## src/rtl/spike_aer_pkg.sv

```systemverilog
// Shared constants, event record and small combinational helpers for the AER encoder.
package spike_aer_pkg;

  localparam int unsigned NUM_NEURONS = 8;
  localparam int unsigned ADDR_W      = 3;
  localparam int unsigned TS_W        = 8;

  typedef struct packed {
    logic [ADDR_W-1:0] addr;
    logic [TS_W-1:0]   ts;
  } aer_event_t;

  function automatic logic [ADDR_W-1:0] lowest_set(input logic [NUM_NEURONS-1:0] v);
    logic found;
    lowest_set = '0;
    found      = 1'b0;
    for (int unsigned i = 0; i < NUM_NEURONS; i++) begin
      if (v[i] && !found) begin
        lowest_set = ADDR_W'(i);
        found      = 1'b1;
      end
    end
  endfunction

  function automatic logic [3:0] popcount(input logic [NUM_NEURONS-1:0] v);
    popcount = '0;
    for (int unsigned i = 0; i < NUM_NEURONS; i++) begin
      popcount = popcount + {3'b000, v[i]};
    end
  endfunction

endpackage

```

## src/rtl/spike_aer_encoder_fifo.sv

```systemverilog
// Synchronous event FIFO with registered storage; head reads as zero while empty.
module aer_fifo #(
  parameter int unsigned DEPTH = 8,
  parameter int unsigned W     = 11
) (
  input  logic                   clk,
  input  logic                   rst,
  input  logic                   i_push,
  input  logic                   i_pop,
  input  logic [W-1:0]           i_din,
  output logic [W-1:0]           o_head,
  output logic [$clog2(DEPTH):0] o_level
);

  localparam int unsigned AW = $clog2(DEPTH);

  logic [W-1:0]  r_mem [DEPTH];
  logic [AW-1:0] r_wr;
  logic [AW-1:0] r_rd;
  logic [AW:0]   r_level;

  always_ff @(posedge clk or posedge rst) begin
    if (rst) begin
      r_wr    <= '0;
      r_rd    <= '0;
      r_level <= '0;
    end else begin
      if (i_push) r_wr <= r_wr + 1'b1;
      if (i_pop)  r_rd <= r_rd + 1'b1;
      if (i_push && !i_pop)      r_level <= r_level + 1'b1;
      else if (i_pop && !i_push) r_level <= r_level - 1'b1;
    end
  end

  // When full, push+pop writes the slot being vacated; the head has already moved on.
  always_ff @(posedge clk) begin
    if (i_push) r_mem[r_wr] <= i_din;
  end

  assign o_head  = (r_level != '0) ? r_mem[r_rd] : '0;
  assign o_level = r_level;

endmodule

```

## src/rtl/spike_aer_encoder.sv

```systemverilog
// Converts a per-timestep spike vector into a stream of {neuron, timestamp} AER events.
module spike_aer_encoder
  import spike_aer_pkg::*;
#(
  parameter int unsigned FIFO_DEPTH = 8,
  parameter int unsigned TS_WIDTH   = TS_W
) (
  input  logic                        clk,
  input  logic                        rst,
  input  logic [NUM_NEURONS-1:0]      spike,
  input  logic                        spike_valid,
  output logic                        aer_valid,
  input  logic                        aer_ready,
  output logic [ADDR_W-1:0]           aer_addr,
  output logic [TS_WIDTH-1:0]         aer_ts,
  output logic [7:0]                  drop_count,
  output logic [$clog2(FIFO_DEPTH):0] fifo_level
);

  localparam int unsigned LW = $clog2(FIFO_DEPTH) + 1;

  logic [NUM_NEURONS-1:0]     r_pend;
  logic [TS_WIDTH-1:0]        r_ts;
  logic [7:0]                 r_drop;

  logic [NUM_NEURONS-1:0]     w_clr;
  logic [NUM_NEURONS-1:0]     w_in;
  logic [NUM_NEURONS-1:0]     w_drop;
  logic [ADDR_W-1:0]          w_k;
  logic                       w_pop;
  logic                       w_push;
  logic                       w_full;
  logic [8:0]                 w_drop_sum;
  logic [ADDR_W+TS_WIDTH-1:0] w_din;
  logic [ADDR_W+TS_WIDTH-1:0] w_head;
  logic [LW-1:0]              w_level;

  assign w_full  = (w_level == LW'(FIFO_DEPTH));
  assign w_pop   = aer_valid & aer_ready;
  assign w_push  = (r_pend != '0) && (!w_full || w_pop);
  assign w_k     = lowest_set(r_pend);
  assign w_clr   = w_push ? (NUM_NEURONS'(1) << w_k) : '0;
  assign w_in    = spike_valid ? spike : '0;
  // A bit pushed this edge frees its slot, so a coincident spike on it is not a loss.
  assign w_drop  = w_in & r_pend & ~w_clr;
  assign w_drop_sum = {1'b0, r_drop} + 9'(popcount(w_drop));
  assign w_din   = {w_k, r_ts};

  always_ff @(posedge clk or posedge rst) begin
    if (rst) begin
      r_pend <= '0;
      r_ts   <= '0;
      r_drop <= '0;
    end else begin
      r_pend <= (r_pend & ~w_clr) | w_in;
      if (spike_valid) r_ts <= r_ts + 1'b1;
      r_drop <= w_drop_sum[8] ? 8'hFF : w_drop_sum[7:0];
    end
  end

  aer_fifo #(
    .DEPTH (FIFO_DEPTH),
    .W     (ADDR_W + TS_WIDTH)
  ) u_fifo (
    .clk     (clk),
    .rst     (rst),
    .i_push  (w_push),
    .i_pop   (w_pop),
    .i_din   (w_din),
    .o_head  (w_head),
    .o_level (w_level)
  );

  assign aer_valid            = (w_level != '0);
  assign {aer_addr, aer_ts}   = w_head;
  assign drop_count           = r_drop;
  assign fifo_level           = w_level;

endmodule

```

## config.mk

```make
export PLATFORM = sky130hd
export DESIGN_NAME = spike_aer_encoder
export DESIGN_NICKNAME = d
export VERILOG_FILES = /design/src/rtl/spike_aer_pkg.sv /design/src/rtl/spike_aer_encoder_fifo.sv /design/src/rtl/spike_aer_encoder.sv
export SDC_FILE = /design/constraint.sdc
export NUM_CORES = 1
export LEC_CHECK = 0
export ABC_AREA = 1
export CAP_MARGIN = 10
export CORE_ASPECT_RATIO = 1.1
export CORE_MARGIN = 3
export CORE_UTILIZATION = 59
export CTS_CLUSTER_SIZE = 24
export DETAILED_ROUTE_END_ITERATION = 16
export GPL_ROUTABILITY_DRIVEN = 0
export PLACE_DENSITY = 0.8
export SYNTH_ARGS = -nofsm -noshare
export SYNTH_HDL_FRONTEND = slang
export SYNTH_SLANG_ARGS = --single-unit
export TNS_END_PERCENT = 50
```

## constraint.sdc

```tcl
create_clock -name clk -period 5.67 [get_ports clk]
set_clock_uncertainty 0.1 [all_clocks]
set_input_delay 0.8505 -clock clk [delete_from_list [all_inputs] [get_ports clk]]
set_output_delay 0.8505 -clock clk [all_outputs]
set_load 0.02 [all_outputs]
```

# After elaboration in Yosys (flattened, before gate mapping)
# Memories as Yosys holds them, arrays and structs flattened.
# Index checks and enable logic that the tools add are counted.
[totals]
regBits = 34
ram_bits = 88
in_bits = 12
out_inout_bits = 24
wordCells = 74
n_memories = 1
[classes]
add_sub_neg = 13
eq_ne = 1
shift = 1
n_mux = 22
bitwise_logic = 6
reduce_logical = 24
[mem_list]
columns = ["memory", "depth", "word_bits", "rd", "rd_clocked_by_memory_dff", "wr", "line", "rtl"]
rows = [
  ["u_fifo.r_mem", 8, 11, 1, 0, 1, "spike_aer_encoder_fifo.sv:17", "logic [W-1:0] r_mem [DEPTH];"],
]
[ops]
columns = ["op", "count"]
rows = [
  ["$and A8 B8 Y8", 3],
  ["$mux W8", 3],
  ["$mux W3", 6],
  ["$add A4 B1 Y4", 4],
  ["$mux W11", 1],
  ["$logic_and A1 B1 Y1", 10],
  ["$logic_not A1 Y1", 10],
  ["$mux W1", 10],
  ["$add A8 B4 Y9", 1],
  ["$add A8 B1 Y8 const B", 1],
  ["$mux W4", 2],
  ["$not A8 Y8", 1],
  ["$or A8 B8 Y8", 1],
  ["$reduce_bool A8 Y1", 1],
  ["$shl A1 B3 Y8 const A", 1],
  ["$add A3 B1 Y3 const B", 2],
  ["$add A3 B1 Y4", 1],
  ["$add A4 B1 Y4 const B", 1],
  ["$eq A4 B4 Y1 const B", 1],
  ["$reduce_bool A4 Y1", 1],
  ["$sub A4 B1 Y4 const B", 1],
  ["$add A2 B1 Y3", 1],
  ["$add A1 B1 Y2", 1],
  ["$reduce_bool A2 Y1", 1],
  ["other kinds (2)", 2],
]

# Logic depth before layout (Yosys ltp)
# Gate-level depths: netlist of the first run.
[depth]
ltp_word = 35
ltp_mapped = 23
mapped_depth_nobuf = 23

# Modules after synthesis
# Synthesis of the first run repeated with hierarchy kept, for this count alone.
[unflattened]
cells_unflattened = 632
hier_area_um2 = 5980.7
[by_module_without_submodules]
columns = ["module", "instances", "cells_each", "area_per_inst_um2", "seq_area_each_um2"]
rows = [
  ["aer_fifo", 1, 454, 4474.3, 2892.8],
  ["spike_aer_encoder", 1, 178, 1506.4, 600.6],
]

# Worst setup path before layout of the first run
# No wires, ideal clock.
[synth_timing]
kind = "input port to flip-flop"
start = "in spike_valid"
end = "reg r_drop[2] (netlist: drop_count[2])"
arrival_ns = 4.505
path_slack_ns = 0.932
stages = 19
path_buffers = 2
cell_sequence = "buf_2 clkbuf_1 nand3_1 a21oi_1 fa_1 inv_1 fa_1 inv_1 fa_1 fa_1 fa_1 nand2_1 inv_1 o21ai_0 nand2_1 nand3_1 nor2_1 nand2_1 o21ai_0"
[synth_between]
elab_chain_cells = 12
[synth_lines]
columns = ["item", "line", "rtl"]
rows = [
  ["start: declaration", "spike_aer_encoder.sv:11", "input logic spike_valid,"],
  ["$mux W8 *", "spike_aer_encoder.sv:43", "assign w_in = spike_valid ? spike : '0;"],
  ["$and A8 B8 Y8 * (2 in a row)", "spike_aer_encoder.sv:45", "assign w_drop = w_in & r_pend & ~w_clr;"],
  ["$add A1 B1 Y2", "spike_aer_pkg.sv:28", "popcount = popcount + {3'b000, v[i]};"],
  ["$add A2 B1 Y3", "spike_aer_pkg.sv:28", ""],
  ["$add A3 B1 Y4", "spike_aer_pkg.sv:28", ""],
  ["$add A4 B1 Y4 (3 in a row)", "spike_aer_pkg.sv:28", ""],
  ["$add A4 B1 Y4 *", "spike_aer_pkg.sv:28", ""],
  ["$add A8 B4 Y9 *", "spike_aer_encoder.sv:46", "assign w_drop_sum = {1'b0, r_drop} + 9'(popcount(w_drop));"],
  ["$mux W8 *", "spike_aer_encoder.sv:57", "r_drop <= w_drop_sum[8] ? 8'hFF : w_drop_sum[7:0];"],
  ["end signal: assignment", "spike_aer_encoder.sv:57", ""],
  ["end: declaration", "spike_aer_encoder.sv:24", "logic [7:0] r_drop;"],
]
# Every way passes the cells marked *; elsewhere a longest branch is shown, timed or not.
# A chain may end at the register's enable or synchronous reset.

# Worst setup path in the final report of the first run
[layout_timing]
start = "in aer_ready"
end = "reg r_drop[5] (netlist: drop_count[5])"
[layout_between]
elab_chain_cells = 15
[layout_lines]
columns = ["item", "line", "rtl"]
rows = [
  ["start: declaration", "spike_aer_encoder.sv:13", "input logic aer_ready,"],
  ["$and A1 B1 Y1 *", "spike_aer_encoder.sv:39", "assign w_pop = aer_valid & aer_ready;"],
  ["$logic_or A1 B1 Y1 *", "spike_aer_encoder.sv:40", "assign w_push = (r_pend != '0) && (!w_full || w_pop);"],
  ["$logic_and A1 B1 Y1 *", "spike_aer_encoder.sv:40", ""],
  ["$mux W8 *", "spike_aer_encoder.sv:42", "assign w_clr = w_push ? (NUM_NEURONS'(1) << w_k) : '0;"],
  ["$not A8 Y8 *", "spike_aer_encoder.sv:45", ""],
  ["$and A8 B8 Y8 *", "spike_aer_encoder.sv:45", ""],
  ["$add A1 B1 Y2", "spike_aer_pkg.sv:28", ""],
  ["$add A2 B1 Y3", "spike_aer_pkg.sv:28", ""],
  ["$add A3 B1 Y4", "spike_aer_pkg.sv:28", ""],
  ["$add A4 B1 Y4 (3 in a row)", "spike_aer_pkg.sv:28", ""],
  ["$add A4 B1 Y4 *", "spike_aer_pkg.sv:28", ""],
  ["$add A8 B4 Y9 *", "spike_aer_encoder.sv:46", ""],
  ["$mux W8 *", "spike_aer_encoder.sv:57", ""],
]
# Marked as above.

==> flow_summary_export.csv, run 1 <==
group,metric,value,unit
detailed_routing,wl,10800,um
yosys,synthCells,502,
final_layout,nets,575,
pwr,ir_worst_vdd,0.000329,V
floorplanning,ios,36,
clock_network,post_cts_resized,0,
timing,worst_slew_pin_slew,1140,ps
setup_path,cp_data_arrival_time,5390,ps
setup_path,r2r.worst_path.cells,22,
detailed_routing,routedWlPerCell,16.1,um
final_layout,num-fill-cells,596,
detailed_routing,vias,3752,
yosys,async_flop_share,27.9,%
timing,maxSlewHeadroom,23.6,%
placed_design,post-dp-hpwl,6740,um
clock_network,cts_hold_buffers,0,
setup_path,r2r_slack,610,ps
timing,layout_worst_path_cycle_share,90.0,%
detailed_routing,drtIter0Drc,351,
floorplanning,start_util,60.9,%
timing,fin_tns_setup,0,ps
setup_path,critPathMaxFanout,9,
timing,finalCriticalPeriod,5110,ps
global_routing,antenna_found_initial,0,
final_layout,antenna_cells,0,
final_layout,syn_to_final_growth,18.9,%
placed_design,dp.cells,639,
yosys,synth_seq_cells,122,
setup_path,cp-start-kind,"primary input",
timing,finalSetupViolCount,0,
floorplanning,die-area,10400,um2
clock_network,root_buffer,"clkbuf_8",
yosys,synth_warnings,0,
detailed_routing,drt-vias-per-instance,5.58,
detailed_routing,antenna_left,0,
detailed_routing,first_pass_iters,5,
global_routing,grt_overflow,0,
yosys,synth_fp_nets,532,
floorplanning,fp.dieW,97.5,um
timing,maxSlewViolCount,0,
clock_network,numCtsBuffers,17,
pwr,power.leakage,2.59,nW
placed_design,port-buffer-count,35,
worst_hold_path,hp-class,"reg2reg",
clock_network,cts_setup_buffers,0,
timing,hold_viol_final,0,
clock_network,clock_sink_count,122,
detailed_routing,drc_errors,0,
global_routing,grt_pass1_wl,18000,um
pwr,power_density,650,nW/um2
final_layout,final_cells,672,
timing,fmax,0.196,GHz
setup_path,end_kind,"register",
setup_path,cp.required,5950,ps
worst_hold_path,min_delay_path_depth,2,
clock_network,path_clk_slew,60,ps
yosys,syn_area,5430,um2
global_routing,grt_pass1_vias,3726,
global_routing,grtUsageTotal,22.6,%
clock_network,htree_levels,4,
timing,rsz0062_at_grt,"no",
floorplanning,die_h,107,um
setup_path,critical_path_class,"in2reg",
clock_network,cts.path.max_buffers,2,
clock_network,cts_tree,"done",
global_routing,grt_max_degree,47,
floorplanning,coreArea,8920,um2
final_layout,layout-drive-gt1-share,8.42,%
outcome,status,"complete, no violations",
clock_network,clock_latency,510,ps
yosys,synth_flop_cell,"edfxtp_1",
floorplanning,rows,36,
yosys,syn_avg_cell_area,10.8,um2
yosys,ys_types,28,
job,cap_violations,0,
yosys,synth_edf_count,88,
yosys,ys_seq_area_share,64.3,%
[cell type report]
type                       instances  area [um2]  share of cell area (%)
clock buffer                      17         414                    6.41
clock inverter                    15         144                    2.23
inverter                          38         143                    2.21
multi-input combinational        323        1710                    26.5
sequential                       122        3490                    54.1
tap                              114         143                    2.21
timing repair buffer              43         410                    6.35
[registers in the layout (all words and copies together), names as in the netlist]
signal	count
u_fifo.r_mem	88
drop_count	8
r_pend	8
r_ts	8
u_fifo.o_level	4
u_fifo.r_rd	3
u_fifo.r_wr	3
[synthesized netlist by cell type, types with 2 or more instances]
library cell / count / area share [%]
buf_2: 10 / 0.92
nand4_1: 7 / 0.81
inv_2: 2 / 0.14
nand3_1: 14 / 1.3
nor2_1: 103 / 7.1
ha_1: 12 / 2.8
a21oi_1: 7 / 0.64
or2_1: 3 / 0.35
inv_1: 36 / 2.5
o21ai_1: 4 / 0.37
xor2_1: 10 / 1.6
dfrtp_1: 34 / 16
nand2_1: 53 / 3.7
xnor2_1: 4 / 0.64
clkbuf_1: 9 / 0.62
a31oi_1: 12 / 1.4
o21ai_0: 78 / 7.2
edfxtp_1: 88 / 49
fa_1: 6 / 2.2
nand3b_1: 2 / 0.28
[placed cells by master (no fill, tap or decap), types with 4 or more instances in the layout]
cell / count
clkbuf_16: 16
ha_1: 12
dfrtp_1: 34
inv_1: 36
edfxtp_1: 88
o21ai_0: 78
nand4_1: 7
fa_1: 6
a21oi_1: 7
o21ai_1: 4
nor2_1: 103
xnor2_1: 4
nand3_1: 14
clkinv_4: 6
buf_4: 8
nand2_1: 53
a31oi_1: 12
xor2_1: 10
clkdlybuf4s50_1: 35
[path summary, 6_finish.rpt]
check / start / end
setup / recovery: aer_ready / drop_count[5]
hold / removal: u_fifo.r_wr[0] / u_fifo.r_wr[0]
setup reg to reg: r_pend[0] / drop_count[5]
hold reg to reg: u_fifo.r_wr[0] / u_fifo.r_wr[0]
max in group asynchronous: rst / u_fifo.o_level[0]
min in group asynchronous: rst / drop_count[5]
[cell families after synthesis]
| family | count (synthesis) | share of synthesized area (%) |
|---|---|---|
| DFF | 122 | 64.3 |
| and+or+nand+nor | 188 | 14.3 |
| AOI/OAI and AO/OA | 103 | 10.0 |
| buffers and inverters | 57 | 4.17 |
| adders and majority gates | 18 | 4.97 |
| xor gates and xnor gates | 14 | 2.26 |
[worst max-delay path: stages]
cell	delay (ps)
clkdlybuf4s50_1	500
nor2_1	60
nand2_1	120
o21ai_4	110
nor2_1	190
a21oi_1	120
fa_1	510
inv_1	50
fa_1	530
inv_1	60
fa_1	500
fa_1	470
fa_1	390
nand2_1	80
inv_1	50
o21ai_0	200
nand2_1	120
nand3_1	90
nor2_1	50
nand2_1	180
o21ai_0	140
[through the flow]
step           cell area, um2  utilization (%)  power (W)  setup WS, ps  hold slack (ps)
6_report                 6460             72.4    0.00420           565              434
5_1_grt                  6460             72.4    0.00449           156              442
4_1_cts                  6450             72.3    0.00422           584              432
3_5_place_dp             5890             66.1    0.00322          73.2              417
3_3_place_gp             5890             66.1    0.00314           184              419
2_1_floorplan            5430                -    0.00262           932              384
[power breakdown]
| group | internal (W) | switching, W | total (W) |
|---|---|---|---|
| combinational | 0.000606 | 0.00101 | 0.00161 |
| sequential | 0.00139 | 0.000218 | 0.00160 |
| clock | 0.000587 | 0.000397 | 0.000984 |
[routing by layer]
layer	share of wire, %	GRT usage, %
met1	42	28.6
met2	51	36.9
met3	5.7	6.25
met4	1.7	10.1
met5	0	0
(Power assumes the default switching activity.)
==> inputs of run 2 (changes only) <==
Settings changed: CTS_CLUSTER_SIZE 24 to 28, HOLD_SLACK_MARGIN set to 0.05, MAX_ROUTING_LAYER set to met4.
==> flow_summary_export.csv, run 2 (synthesis results as in run 1) <==
group,metric,value,unit
outcome,status,"complete, no violations",
pwr,ir_worst_vdd,0.000329,V
clock_network,post_cts_resized,0,
floorplanning,die-area,10400,um2
setup_path,cp_data_arrival_time,5380,ps
clock_network,path_clk_slew,60,ps
floorplanning,coreArea,8920,um2
final_layout,final_common_cell,"nor2_1",
setup_path,r2r_slack,620,ps
floorplanning,fp.dieW,97.5,um
floorplanning,die_h,107,um
clock_network,clock_latency,510,ps
clock_network,numCtsBuffers,17,
floorplanning,rows,36,
final_layout,utilization,72.4,%
timing,hold_viol_final,0,
timing,fin_tns_setup,0,ps
timing,fmax,0.196,GHz
detailed_routing,drc_errors,0,
floorplanning,start_util,60.9,%
worst_hold_path,hp-class,"reg2reg",
final_layout,layout_common_cells,"nor2_1, edfxtp_1, o21ai_0",
final_layout,final_cells,672,
clock_network,cts_tree,"done",
setup_path,r2r-start,"r_pend[0]",
detailed_routing,drt-vias-per-instance,5.58,
pwr,p_total,0.00420,W
floorplanning,ios,36,
worst_hold_path,min_delay_path_depth,2,
global_routing,grt_max_degree,47,
job,cap_violations,0,
timing,fin_ws,567,ps
placed_design,dp.cells,639,
clock_network,cts.path.max_buffers,2,
final_layout,syn_to_final_growth,18.9,%
global_routing,grt_pass1_vias,3725,
clock_network,root_buffer,"clkbuf_8",
placed_design,place_ws,73.2,ps
setup_path,critical_path_class,"in2reg",
setup_path,critPathMaxFanout,9,
detailed_routing,first_pass_iters,5,
pwr,power.leakage,2.59,nW
timing,worst_slew_pin_slew,1190,ps
clock_network,htree_levels,4,
global_routing,grtUsageTotal,23.4,%
timing,finalSetupViolCount,0,
detailed_routing,drtIter0Drc,305,
detailed_routing,routedWlPerCell,16.2,um
setup_path,r2r.worst_path.cells,22,
final_layout,nets,575,
detailed_routing,vias,3748,
clock_network,cts_setup_buffers,0,
setup_path,reg2reg_to,"drop_count[5]",
final_layout,top_register,"u_fifo.r_mem",
clock_network,cts_hold_buffers,0,
timing,finalCriticalPeriod,5100,ps
final_layout,antenna_cells,0,
setup_path,cp-start-kind,"primary input",
global_routing,grt_overflow,0,
timing,maxSlewViolCount,0,
placed_design,post-dp-hpwl,6740,um
detailed_routing,antenna_left,0,
detailed_routing,wl,10900,um
final_layout,largest_reg_flops,88,
worst_hold_path,min-delay-start,"u_fifo.r_wr[0]",
setup_path,end_kind,"register",
global_routing,grt_pass1_wl,18000,um
global_routing,antenna_found_initial,0,
pwr,power_density,651,nW/um2
worst_hold_path,whs_endpoint,"u_fifo.r_wr[0]",
timing,rsz0062_at_grt,"no",
clock_network,clock_sink_count,122,
timing,layout_worst_path_cycle_share,90.0,%
setup_path,cp.required,5950,ps
timing,maxSlewHeadroom,20.2,%
final_layout,layout-drive-gt1-share,8.42,%
placed_design,port-buffer-count,35,
==> run 2: cell counts in the layout (fill, tap and decap cells not counted) <==
No cell type changed its count.
==> run 2: per-stage QoR <==
stage                     instance area [um2]  hold slack (ps)
final                                    6460              434
after global placement                   5890              419
after CTS                                6450              432
after floorplan                          5430              384
after detailed placement                 5890              417
after global routing                     6460              442
==> run 2: worst max-delay path, cell delays in order <==
cell             delay (ps)
clkdlybuf4s50_1         500
nor2_1                   60
nand2_1                 120
o21ai_4                 110
nor2_1                  190
a21oi_1                 120
fa_1                    510
inv_1                    50
fa_1                    530
inv_1                    60
fa_1                    500
fa_1                    470
fa_1                    390
nand2_1                  80
inv_1                    50
o21ai_0                 200
nand2_1                 120
nand3_1                  90
nor2_1                   50
nand2_1                 180
o21ai_0                 140
==> run 2: power breakdown <==
part	total (W)	switching (W)	internal [W]
clock	0.000983	0.000397	0.000587
combinational	0.00161	0.00101	0.000606
sequential	0.00161	0.000218	0.00139
total	0.00420	0.00162	0.00258
==> run 2: worst max path at each step <==
| stage | endpoint | start | slack (ps) |
|---|---|---|---|
| after floorplan | drop_count[2] | spike_valid | 930 |
| after global placement | drop_count[6] | aer_ready | 180 |
| after detailed placement | drop_count[5] | aer_ready | 70 |
| after CTS | drop_count[5] | aer_ready | 580 |
| after global routing | drop_count[4] | r_pend[3] | 140 |
| final | drop_count[5] | aer_ready | 570 |
==> run 2: layout make-up <==
| class | count | area, um2 |
|---|---|---|
| inverters | 38 | 143 |
| clock inverters | 15 | 144 |
| well taps | 114 | 143 |
| multi-input cells | 323 | 1710 |
| clock buffers | 17 | 414 |
| fillers | 596 | 2460 |
| repair buffers | 43 | 410 |
| flip-flops and latches | 122 | 3490 |
==> run 2: per-layer routing <==
metal	global-route usage, %	routed length [um]	vias up
met5	-	0	-
met4	10.1	184	0
met3	6.38	695	15
met2	36.9	5510	151
met1	28.8	4510	1771
li1	-	-	1811
==> inputs of run 3 (changes only) <==
Settings changed: ABC_AREA 1 to not set, CORE_UTILIZATION 59 to 58, PLACE_DENSITY 0.8 to 0.79.
==> flow_summary_export.csv, run 3 <==
group,metric,value,unit
outcome,status,"complete, no violations",
yosys,synth_top_family_by_area,"multiplexers",
timing,fin_ws,680,ps
setup_path,cp_num_buf_inv,3,
timing,finalSetupViolCount,0,
setup_path,cp.required,5950,ps
final_layout,top_register,"u_fifo.r_mem",
timing,fin_tns_setup,0,ps
clock_network,cts_tree,"done",
worst_hold_path,hp-class,"reg2reg",
yosys,syn_area,5220,um2
floorplanning,die-area,10200,um2
floorplanning,ios,36,
final_layout,layout-drive-gt1-share,19.6,%
global_routing,antenna_found_initial,0,
yosys,synthTopCellsByCount,"edfxtp_1, dfrtp_1, nand2_1",
pwr,p_total,0.00401,W
clock_network,htree_levels,4,
placed_design,port-buffer-count,35,
setup_path,crit_family,"adder cells",
clock_network,post_cts_resized,0,
pwr,power.leakage,2.41,nW
setup_path,cp_data_arrival_time,5270,ps
setup_path,end_kind,"register",
yosys,synth_top_area_share,50.6,%
setup_path,cp_common_cell,"fa_1",
yosys,synthCells,319,
job,cap_violations,0,
global_routing,grt_max_degree,35,
detailed_routing,routedWlPerCell,19.8,um
floorplanning,fp.dieW,96.5,um
final_layout,num-fill-cells,560,
detailed_routing,drc_errors,0,
placed_design,placedInstanceArea,5720,um2
setup_path,slowest_delay,530,ps
yosys,synth_xor_area_share,2.52,%
global_routing,grtUsageTotal,23.1,%
clock_network,cts_setup_buffers,0,
placed_design,place_ws,158,ps
setup_path,critPathMaxFanout,8,
detailed_routing,top_layer_used,"met4",
clock_network,cts_hold_buffers,0,
yosys,synth_compound_area_share,5.35,%
global_routing,grt_pass1_vias,3125,
yosys,synth_seq_cells,122,
clock_network,clock_sink_count,122,
final_layout,layout_common_cells,"edfxtp_1, clkdlybuf4s50_1, dfrtp_1",
detailed_routing,antenna_left,0,
yosys,synth_fp_nets,349,
yosys,yosys.area_share.adder,5.18,%
clock_network,clock_latency,510,ps
detailed_routing,wl,9860,um
yosys,syn_avg_cell_area,16.4,um2
detailed_routing,drt-vias-per-instance,5.82,
floorplanning,rows,35,
yosys,yosys.area_share.simple,7.53,%
setup_path,worst_path_max_delay_cell,"fa_1",
floorplanning,die_h,106,um
yosys,synth_warnings,0,
timing,holdWs,424,ps
detailed_routing,wl_met3,464,um
yosys,synth_most_common_cell,"edfxtp_1",
floorplanning,coreArea,8580,um2
detailed_routing,met2_length,5370,um
final_layout,largest_reg_flops,88,
pwr,ir_worst_vdd,0.000422,V
yosys,synth_edf_count,88,
pwr,power_density,635,nW/um2
timing,rsz0062_at_grt,"no",
clock_network,path_clk_slew,60,ps
setup_path,path_cells,"clkdlybuf4s50_1 > nand2b_1 > nor2_2 > o31ai_1 > nor2_1 > fa_1 > inv_1 > fa_1 > inv_1 > fa_1 > fa_1 > fa_1 > a21o_1 > a21oi_1 > nand2b_1 > o21ai_0",
detailed_routing,drtIter0Drc,100,
setup_path,cp-start-kind,"primary input",
timing,fmax,0.200,GHz
timing,finalCriticalPeriod,4990,ps
clock_network,numCtsBuffers,17,
yosys,synth_flop_cell,"edfxtp_1",
final_layout,final_common_cell,"edfxtp_1",
global_routing,grt_overflow,0,
final_layout,nets,404,
final_layout,design_area,6310,um2
timing,maxSlewViolCount,0,
yosys,ys_seq_area_share,66.9,%
detailed_routing,met1_length,3810,um
yosys,yosysTopAreaCell,"edfxtp_1",
setup_path,critical_path_class,"in2reg",
final_layout,antenna_cells,0,
timing,worst_slew_pin_slew,1130,ps
clock_network,cts.path.max_buffers,2,
detailed_routing,first_pass_iters,4,
floorplanning,start_util,60.8,%
placed_design,post-dp-hpwl,6050,um
yosys,async_flop_share,27.9,%
timing,hold_viol_final,0,
yosys,muxShareOfSynthArea,10.6,%
yosys,ys_types,46,
clock_network,root_buffer,"clkbuf_8",
final_layout,syn_to_final_growth,20.9,%
timing,maxSlewHeadroom,24.6,%
global_routing,grt_pass1_wl,16400,um
yosys,synthTopCellsByArea,"edfxtp_1, dfrtp_1, mux4_2",
timing,layout_worst_path_cycle_share,88.0,%
detailed_routing,vias,2899,
## run 3: cell types whose count changed in the layout (fill, tap and decap cells not counted), moves of 9 or more
cell / previous run / this run
nor2_1: 103 / 16
o21ai_0: 78 / 9
inv_1: 36 / 9
nand2_1: 53 / 26
mux4_2: 0 / 22
a22o_1: 0 / 11
a31oi_1: 12 / 1
nand3_1: 14 / 5
## run 3: routing by layer
| metal | track usage (%) | vias to the layer above |
|---|---|---|
| li1 | - | 1341 |
| met1 | 27.7 | 1446 |
| met2 | 37.1 | 92 |
| met3 | 6.64 | 20 |
| met4 | 8.82 | 0 |
| met5 | - | - |
## run 3: cells by family (layout without fill, tap and decap cells)
group / Yosys count / in the layout
buffers and inverters: 19 / 87
muxes: 27 / 27
and+or+nand+nor: 79 / 79
AOI/OAI and AO/OA: 39 / 39
adders and majority gates: 18 / 18
xor gates and xnor gates: 15 / 15
DFF: 122 / 122
## run 3: path summary, 6_finish.rpt
kind	startpoint	end	slack [ps]	cells past startpoint
setup / recovery	aer_ready	drop_count[3]	680	16
hold / removal	u_fifo.o_level[3]	u_fifo.o_level[3]	420	1
setup reg to reg	u_fifo.o_level[0]	drop_count[3]	940	15
hold reg to reg	u_fifo.o_level[3]	u_fifo.o_level[3]	420	1
max in group asynchronous	rst	r_ts[3]	4500	3
min in group asynchronous	rst	u_fifo.o_level[0]	650	3
## run 3: final cells by class
type	count	area, um2	area share [%]
clock buffers	18	418	6.62
clock inverters	14	149	2.36
inverters	10	37.5	0.595
multi-input cells	178	1640	26.0
flip-flops and latches	122	3490	55.3
well taps	111	139	2.20
repair buffers	45	433	6.86
## run 3: where the power goes
| group | internal (W) | total [W] | switching, W |
|---|---|---|---|
| sequential | 0.00134 | 0.00160 | 0.000253 |
| combinational | 0.000711 | 0.00140 | 0.000691 |
| clock | 0.000626 | 0.00101 | 0.000385 |
| total | 0.00268 | 0.00401 | 0.00133 |
## run 3: through the flow
step	std cells	util, %
2_1_floorplan	319	-
3_3_place_gp	464	66.7
3_5_place_dp	464	66.7
4_1_cts	496	73.3
5_1_grt	498	73.6
6_report	498	73.6
